File: src/rtl/sram_port_arbiter.sv
// -----------------------------------------------------------------------------
// sram_port_arbiter
//
// Shares one ZBT SRAM port among four pixel clients (NTSC capture, VGA display,
// LPF, projective-transform fetch). At most one requester is granted per cycle;
// the winning command is registered onto the SRAM bus, and reads are tracked
// through a tag pipeline so the returned data can be steered back to the
// issuing client with a one-hot valid strobe.
//
// Client index mapping (bit position in every per-client vector):
//    3 = NTSC, 2 = VGA, 1 = LPF, 0 = PTF
//
// Ports:
//    clock        in   system clock
//    reset        in   synchronous, active-high
//    i_req        in   [3:0]          request per client
//    i_wr         in   [3:0]          per-client write flag (1 = write, 0 = read)
//    i_addr       in   [4*ADDR_W-1:0] per-client address, client i at [i*ADDR_W +: ADDR_W]
//    i_wdata      in   [4*DATA_W-1:0] per-client write data, packed like i_addr
//    o_grant      out  [3:0]          one-hot grant, combinational, same cycle as request
//    o_rvalid     out  [3:0]          one-hot read-return strobe (registered)
//    o_rdata      out  [DATA_W-1:0]   read data, holds when o_rvalid is 0 (registered)
//    o_mem_addr   out  [ADDR_W-1:0]   registered SRAM address
//    o_mem_write  out  [DATA_W-1:0]   registered SRAM write data (0 on reads/idle)
//    o_mem_wr     out                 registered SRAM write enable
//    i_mem_read   in   [DATA_W-1:0]   SRAM read data, READ_LATENCY cycles after command
//
// Priority: NTSC > VGA > round-robin {LPF, PTF}.
//
// Optional build macro: ARB_STARVE_GUARD_EN
//    When defined, LPF and PTF each own a saturating wait counter; a client
//    that has waited MAX_WAIT cycles is promoted above NTSC and VGA for one
//    grant. When undefined the counters do not exist.
// -----------------------------------------------------------------------------

module sram_port_arbiter #(
   parameter int unsigned ADDR_W       = 19,
   parameter int unsigned DATA_W       = 36,
   parameter int unsigned READ_LATENCY = 2,
   parameter int unsigned MAX_WAIT     = 15
) (
   input  logic                  clock,
   input  logic                  reset,
   input  logic [3:0]            i_req,
   input  logic [3:0]            i_wr,
   input  logic [4*ADDR_W-1:0]   i_addr,
   input  logic [4*DATA_W-1:0]   i_wdata,
   output logic [3:0]            o_grant,
   output logic [3:0]            o_rvalid,
   output logic [DATA_W-1:0]     o_rdata,
   output logic [ADDR_W-1:0]     o_mem_addr,
   output logic [DATA_W-1:0]     o_mem_write,
   output logic                  o_mem_wr,
   input  logic [DATA_W-1:0]     i_mem_read
);

   localparam int unsigned N_CLIENTS = 4;
   localparam int unsigned ID_W      = 2;
   localparam int unsigned TAG_N     = READ_LATENCY + 1;

   // One in-flight read: valid flag plus the issuing client id.
   typedef struct packed {
      logic            valid;
      logic [ID_W-1:0] id;
   } tag_t;

   // Reject parameter values the tag pipeline and starvation counters cannot support.
   if (READ_LATENCY < 1 || READ_LATENCY > 6 || MAX_WAIT < 1) begin : g_param_check
      $error("sram_port_arbiter: READ_LATENCY must be 1..6 and MAX_WAIT >= 1");
   end

   // ------------------------------------------------------------------------
   // Signals
   // ------------------------------------------------------------------------
   logic                r_rr_ptr;        // 0 favours LPF, 1 favours PTF
   logic [1:0]          w_promo;         // [1] = LPF promoted, [0] = PTF promoted
   logic [3:0]          w_grant;
   logic                w_any_grant;
   logic [ID_W-1:0]     w_win_id;
   logic [ADDR_W-1:0]   w_win_addr;
   logic [DATA_W-1:0]   w_win_wdata;
   logic                w_win_wr;

   logic [ADDR_W-1:0]   r_mem_addr;
   logic [DATA_W-1:0]   r_mem_write;
   logic                r_mem_wr;
   logic [3:0]          r_rvalid;
   logic [DATA_W-1:0]   r_rdata;
   tag_t                r_tag [TAG_N];

   // ------------------------------------------------------------------------
   // Starvation guard for the round-robin pair
   // ------------------------------------------------------------------------
`ifdef ARB_STARVE_GUARD_EN
   localparam int unsigned       WAIT_W   = $clog2(MAX_WAIT + 1);
   localparam logic [WAIT_W-1:0] WAIT_MAX = WAIT_W'(MAX_WAIT);

   logic [WAIT_W-1:0] r_wait [2];        // index 1 = LPF, 0 = PTF

   // Count cycles spent requesting without a grant; saturate at MAX_WAIT.
   always_ff @(posedge clock) begin : p_wait
      if (reset) begin
         r_wait[0] <= '0;
         r_wait[1] <= '0;
      end else begin
         for (int i = 0; i < 2; i++) begin
            if (!i_req[i] || w_grant[i]) begin
               r_wait[i] <= '0;
            end else if (r_wait[i] != WAIT_MAX) begin
               r_wait[i] <= r_wait[i] + WAIT_W'(1);
            end
         end
      end
   end

   // Promotion needs a live request; a counter at MAX_WAIT alone is stale
   // on the cycle the request drops.
   always_comb begin : p_promo
      w_promo    = 2'b00;
      w_promo[1] = i_req[1] && (r_wait[1] == WAIT_MAX);
      w_promo[0] = i_req[0] && (r_wait[0] == WAIT_MAX);
   end
`else
   assign w_promo = 2'b00;
`endif

   // ------------------------------------------------------------------------
   // Grant selection (combinational, same cycle as request)
   // ------------------------------------------------------------------------
   always_comb begin : p_grant
      w_grant = 4'b0000;
      if (reset) begin
         w_grant = 4'b0000;
      end else if (w_promo == 2'b11) begin
         w_grant = r_rr_ptr ? 4'b0001 : 4'b0010;
      end else if (w_promo[1]) begin
         w_grant = 4'b0010;
      end else if (w_promo[0]) begin
         w_grant = 4'b0001;
      end else if (i_req[3]) begin
         w_grant = 4'b1000;
      end else if (i_req[2]) begin
         w_grant = 4'b0100;
      end else if (i_req[1] && i_req[0]) begin
         w_grant = r_rr_ptr ? 4'b0001 : 4'b0010;
      end else if (i_req[1]) begin
         w_grant = 4'b0010;
      end else if (i_req[0]) begin
         w_grant = 4'b0001;
      end
   end

   assign o_grant     = w_grant;
   assign w_any_grant = |w_grant;

   // Steer the winner's command fields; grant is one-hot so at most one hit.
   always_comb begin : p_winner
      w_win_id    = '0;
      w_win_addr  = '0;
      w_win_wdata = '0;
      w_win_wr    = 1'b0;
      for (int i = 0; i < N_CLIENTS; i++) begin
         if (w_grant[i]) begin
            w_win_id    = ID_W'(i);
            w_win_addr  = i_addr[i*ADDR_W +: ADDR_W];
            w_win_wdata = i_wdata[i*DATA_W +: DATA_W];
            w_win_wr    = i_wr[i];
         end
      end
   end

   // ------------------------------------------------------------------------
   // Round-robin pointer: moves away from whichever of LPF/PTF just won
   // ------------------------------------------------------------------------
   always_ff @(posedge clock) begin : p_rr
      if (reset) begin
         r_rr_ptr <= 1'b0;
      end else if (w_grant[1]) begin
         r_rr_ptr <= 1'b1;
      end else if (w_grant[0]) begin
         r_rr_ptr <= 1'b0;
      end
   end

   // ------------------------------------------------------------------------
   // SRAM command register; idle cycles drive an all-zero command
   // ------------------------------------------------------------------------
   always_ff @(posedge clock) begin : p_cmd
      if (reset || !w_any_grant) begin
         r_mem_addr  <= '0;
         r_mem_write <= '0;
         r_mem_wr    <= 1'b0;
      end else begin
         r_mem_addr  <= w_win_addr;
         r_mem_write <= w_win_wr ? w_win_wdata : '0;
         r_mem_wr    <= w_win_wr;
      end
   end

   // ------------------------------------------------------------------------
   // Tag pipeline: entry 0 aligns with the command on the bus, the last entry
   // aligns with the matching data on i_mem_read.
   // ------------------------------------------------------------------------
   always_ff @(posedge clock) begin : p_tag
      if (reset) begin
         for (int k = 0; k < TAG_N; k++) begin
            r_tag[k] <= '0;
         end
      end else begin
         r_tag[0] <= '{valid: w_any_grant && !w_win_wr, id: w_win_id};
         for (int k = 1; k < TAG_N; k++) begin
            r_tag[k] <= r_tag[k-1];
         end
      end
   end

   // ------------------------------------------------------------------------
   // Read return: capture data and strobe the issuing client
   // ------------------------------------------------------------------------
   always_ff @(posedge clock) begin : p_ret
      if (reset) begin
         r_rvalid <= '0;
         r_rdata  <= '0;
      end else begin
         r_rvalid <= '0;
         if (r_tag[TAG_N-1].valid) begin
            r_rvalid[r_tag[TAG_N-1].id] <= 1'b1;
            r_rdata                     <= i_mem_read;
         end
      end
   end

   assign o_mem_addr  = r_mem_addr;
   assign o_mem_write = r_mem_write;
   assign o_mem_wr    = r_mem_wr;
   assign o_rvalid    = r_rvalid;
   assign o_rdata     = r_rdata;

endmodule

File: config.mk
export PLATFORM = sky130hd
export DESIGN_NAME = sram_port_arbiter
export DESIGN_NICKNAME = d
export VERILOG_FILES = /design/src/rtl/sram_port_arbiter.sv
export SDC_FILE = /design/constraint.sdc
export NUM_CORES = 1
export LEC_CHECK = 0
export ABC_AREA = 1
export BUFFER_PORTS_ARGS = -buffer_cell sky130_fd_sc_hd__buf_4
export CORE_AREA = 2 2 144 146
export DETAILED_ROUTE_END_ITERATION = 16
export DIE_AREA = 0 0 146 148
export PLACE_DENSITY = 0.6
export REMOVE_ABC_BUFFERS = 1
export SLEW_MARGIN = 25
export SYNTH_ARGS = -nofsm -noshare
export SYNTH_HDL_FRONTEND = slang
export SYNTH_SLANG_ARGS = --single-unit
export TNS_END_PERCENT = 5
File: constraint.sdc
create_clock -name clock -period 2.3 [get_ports clock]
set_input_delay 0.23 -clock clock [delete_from_list [all_inputs] [get_ports clock]]
set_output_delay 0.23 -clock clock [all_outputs]
set_load 0.02 [all_outputs]
==> results by group <==
CTS
  • Worst-path clk slew: 80 ps
  • Clock latency on the worst-skew pair: 360 ps
  • Cts bufs inserted: 9
  • Postcts setup bufs: 0
  • # hold bufs at CTS: 0
  • Htree depth: 3
  • Root buffer cell: clkbuf_16
  • Post-CTS Resized: 0
  • Clk sinks: 106
  • Worst-case clock buffer depth: 2
  • CTS tree: done

Worst setup path
  • CP dominant cell by count: buf_4
  • R2r setup slk: 610 ps
  • Cell count of the worst reg-to-reg path: 6
  • Critical Path End Type: output pin
  • Reg-to-Reg Start: r_rr_ptr$_SDFFE_PP0P_
  • RR Endpoint: o_mem_write[28]$_SDFF_PP0_
  • Crit path kind: flip-flop to output pin
  • Worst EP required: 2070 ps
  • Largest fanout on the critical path: 22
  • Critical path arrival: 1850 ps
  • Worst path slowest cell: dfxtp_1
  • Worst setup SP type: flip-flop
  • CP peak stage delay: 370 ps
  • Crit path cell chain: inv_1 -> nand2_2 -> and3_1 -> buf_4 -> buf_4

Synthesis
  • Post-synth top area share: 43.25%
  • Most common library cells after synthesis: nor2_1 (175), nand2_1 (134), dfxtp_1 (106)
  • Post-synth EDFFs: 0
  • Register area share after synthesis: 43.25%
  • Most common cell in the netlist: nor2_1
  • Post-synth ARST share: 0%
  • Synth area leaders: dfxtp_1 (43%), nor2_1 (13%), nand4_1 (12%)
  • Yosys warning total: 0
  • Seq cells post-synth: 106
  • Mux cell area share after synthesis: 0%
  • Synth Area in Adders: 0%
  • Synth cell types: 22
  • Syn avg cell area: 6.900 µm²
  • Compound-Gate Fraction of Synth Area: 3.673%
  • Mapped Area: 4906 µm²
  • Simple-gate share of the synthesized area: 42.51%
  • Largest family of logic cells by synthesized area: simple AND/OR/NAND/NOR gates
  • Most used DFF post-synth: dfxtp_1
  • Cells after Synth: 711
  • Xor and xnor area share after synthesis: 0%
  • Synth area leader: dfxtp_1

STA
  • FMAX: 480.0 MHz
  • Slew @ Worst Pin: 584.2 ps
  • Relative slew slack: 61.01%
  • Worst Skew: 13.05 ps
  • Post-route setup slack: 216.6 ps
  • Final setup fails: 0
  • Final Hold Fails: 0
  • Post-route setup TNS: 0 ps
  • RSZ-0062 raised after global routing: no
  • Min Tclk post-route: 2083 ps
  • Fin crit share: 90.58%
  • Max-slew violations: 0

Place
  • Input/output buffers: 365
  • # placed instances: 1308
  • Worst slack, placed: 585.1 ps
  • Post-DP HPWL: 15.52 mm
  • Placer Congestion: 0.8435

Power and ir drop
  • Leakage Power: 4.120 nW
  • PD cells: 560.6 nW/µm²
  • VDD IR max: 0.2689 mV

Global route
  • Largest net degree at the start of global routing: 39
  • All-Layer GR Usage: 17.58%
  • First-pass GRT wire length: 29.86 mm
  • Total grt overflow: 0
  • Initial antenna violation count: 1
  • Vias in the first global route: 5568

Drt
  • Wirelength, routed: 20.06 mm
  • DR top layer: met4
  • Met2 WL post-DR: 9.537 mm
  • Wire length on met3: 1.702 mm
  • Via density: 4.477
  • Routed via count: 5932
  • DRT iter0 DRCs: 208
  • DR DRC count: 0
  • Remaining antenna violation count: 0
  • DRT Pass-1 Iters: 5
  • Met1 wire length: 8.279 mm
  • WL/cell: 15.14 µm

Final layout
  • Filler cells: 2147
  • Synth-to-Final Area Change: 65.80%
  • Nets@finish: 1315
  • Layout cells sized above 1: 39.37%
  • Non-filler cells, final: 1325

Floorplan
  • Die Span X: 146 µm
  • Initial Util: 24.48%
  • Die ar.: 21610 µm²
  • Core area: 20040 µm²
  • Std cell rows: 52
  • Io pins: 366
  • Die height: 148 µm

Run status
  • Outcome: finished, final reports clean

Min path
  • Hold Startpoint: i_addr[3]
  • Hold depth: 3
  • HP Class: input port to flip-flop
  • Hold EP: o_mem_addr[3]$_SDFF_PP0_

Run
  • Max-Cap Viols: 0
==> sequential cells by signal, indices dropped and copies added, names as in the netlist <==
name	count
o_mem_addr	19
r_tag	9
o_rdata	36
o_mem_write	36
o_rvalid	4
r_rr_ptr	1
o_mem_wr	1
==> layer usage <==
metal,GRT usage (%),up-vias
li1,-,2988
met1,21.08,2648
met2,29.83,268
met3,4.753,28
met4,7.282,0
met5,0,-
==> kinds of logic after synthesis <==
family                 Yosys count
buffers and inverters          108
AO/OA/AOI/OAI                   36
flip-flops                     106
AND/OR/NAND/NOR                461
==> per-stage QoR <==
| step | area, µm² | hold slack [ps] | utilization [%] | power (mW) |
|---|---|---|---|---|
| finish | 8134 | 74.19 | 40.59 | 4.560 |
| global route | 8134 | 62.95 | 40.59 | 4.786 |
| CTS | 8132 | 54.67 | 40.58 | 4.616 |
| detailed placement | 7825 | 392.8 | 39.05 | 3.015 |
| global placement | 7825 | 392.1 | 39.05 | 3.012 |
| floorplan | 4587 | 301.2 | - | 2.377 |
==> final cells by class <==
type	count	area [µm²]	share of cell area [%]
sequential	106	2122	26.09
clock inverter	7	81.33	0.9998
multi-input combinational	497	2286	28.10
inverter	53	198.9	2.446
tap	270	337.8	4.153
clock buffer	9	225.2	2.769
timing repair buffer	382	2880	35.41
antenna	1	2.502	0.03076
==> report_power, final <==
group	total, mW	internal [mW]	switching, mW
clock network	1.60	0.782	0.814
logic	0.995	0.502	0.493
registers	1.97	1.93	0.0357
==> cell usage in the layout (no fill, tap or decap), types with 3 or more instances in the layout <==
master	n
buf_4	381
nor2_1	173
nand2_1	132
dfxtp_1	106
nand4_1	94
inv_1	49
nand3_1	37
o21ai_0	36
clkbuf_16	9
nor3_1	5
nand2_2	4
or2_1	4
or2_2	4
inv_2	3
clkinv_4	3
==> worst max-delay path by stage <==
stage / start / end / slack, ps / cells past startpoint
after floorplan: i_req[0] / r_rr_ptr$_SDFFE_PP0P_ / -180 / 5
after global placement: r_rr_ptr$_SDFFE_PP0P_ / o_grant[0] / 620 / 5
after detailed placement: r_rr_ptr$_SDFFE_PP0P_ / o_mem_write[2]$_SDFF_PP0_ / 590 / 6
after CTS: r_rr_ptr$_SDFFE_PP0P_ / o_grant[0] / 210 / 5
after global routing: r_rr_ptr$_SDFFE_PP0P_ / o_grant[0] / 150 / 5
final: r_rr_ptr$_SDFFE_PP0P_ / o_grant[0] / 220 / 5
==> worst max-delay path: cells and delay by family, from the launching register on <==
kind                   cells  cell delay [ps]
AND/OR/NAND/NOR            2              600
buffers and inverters      3              520
flip-flops                 1              370
No activity file was read; power rests on OpenSTA's default activity.
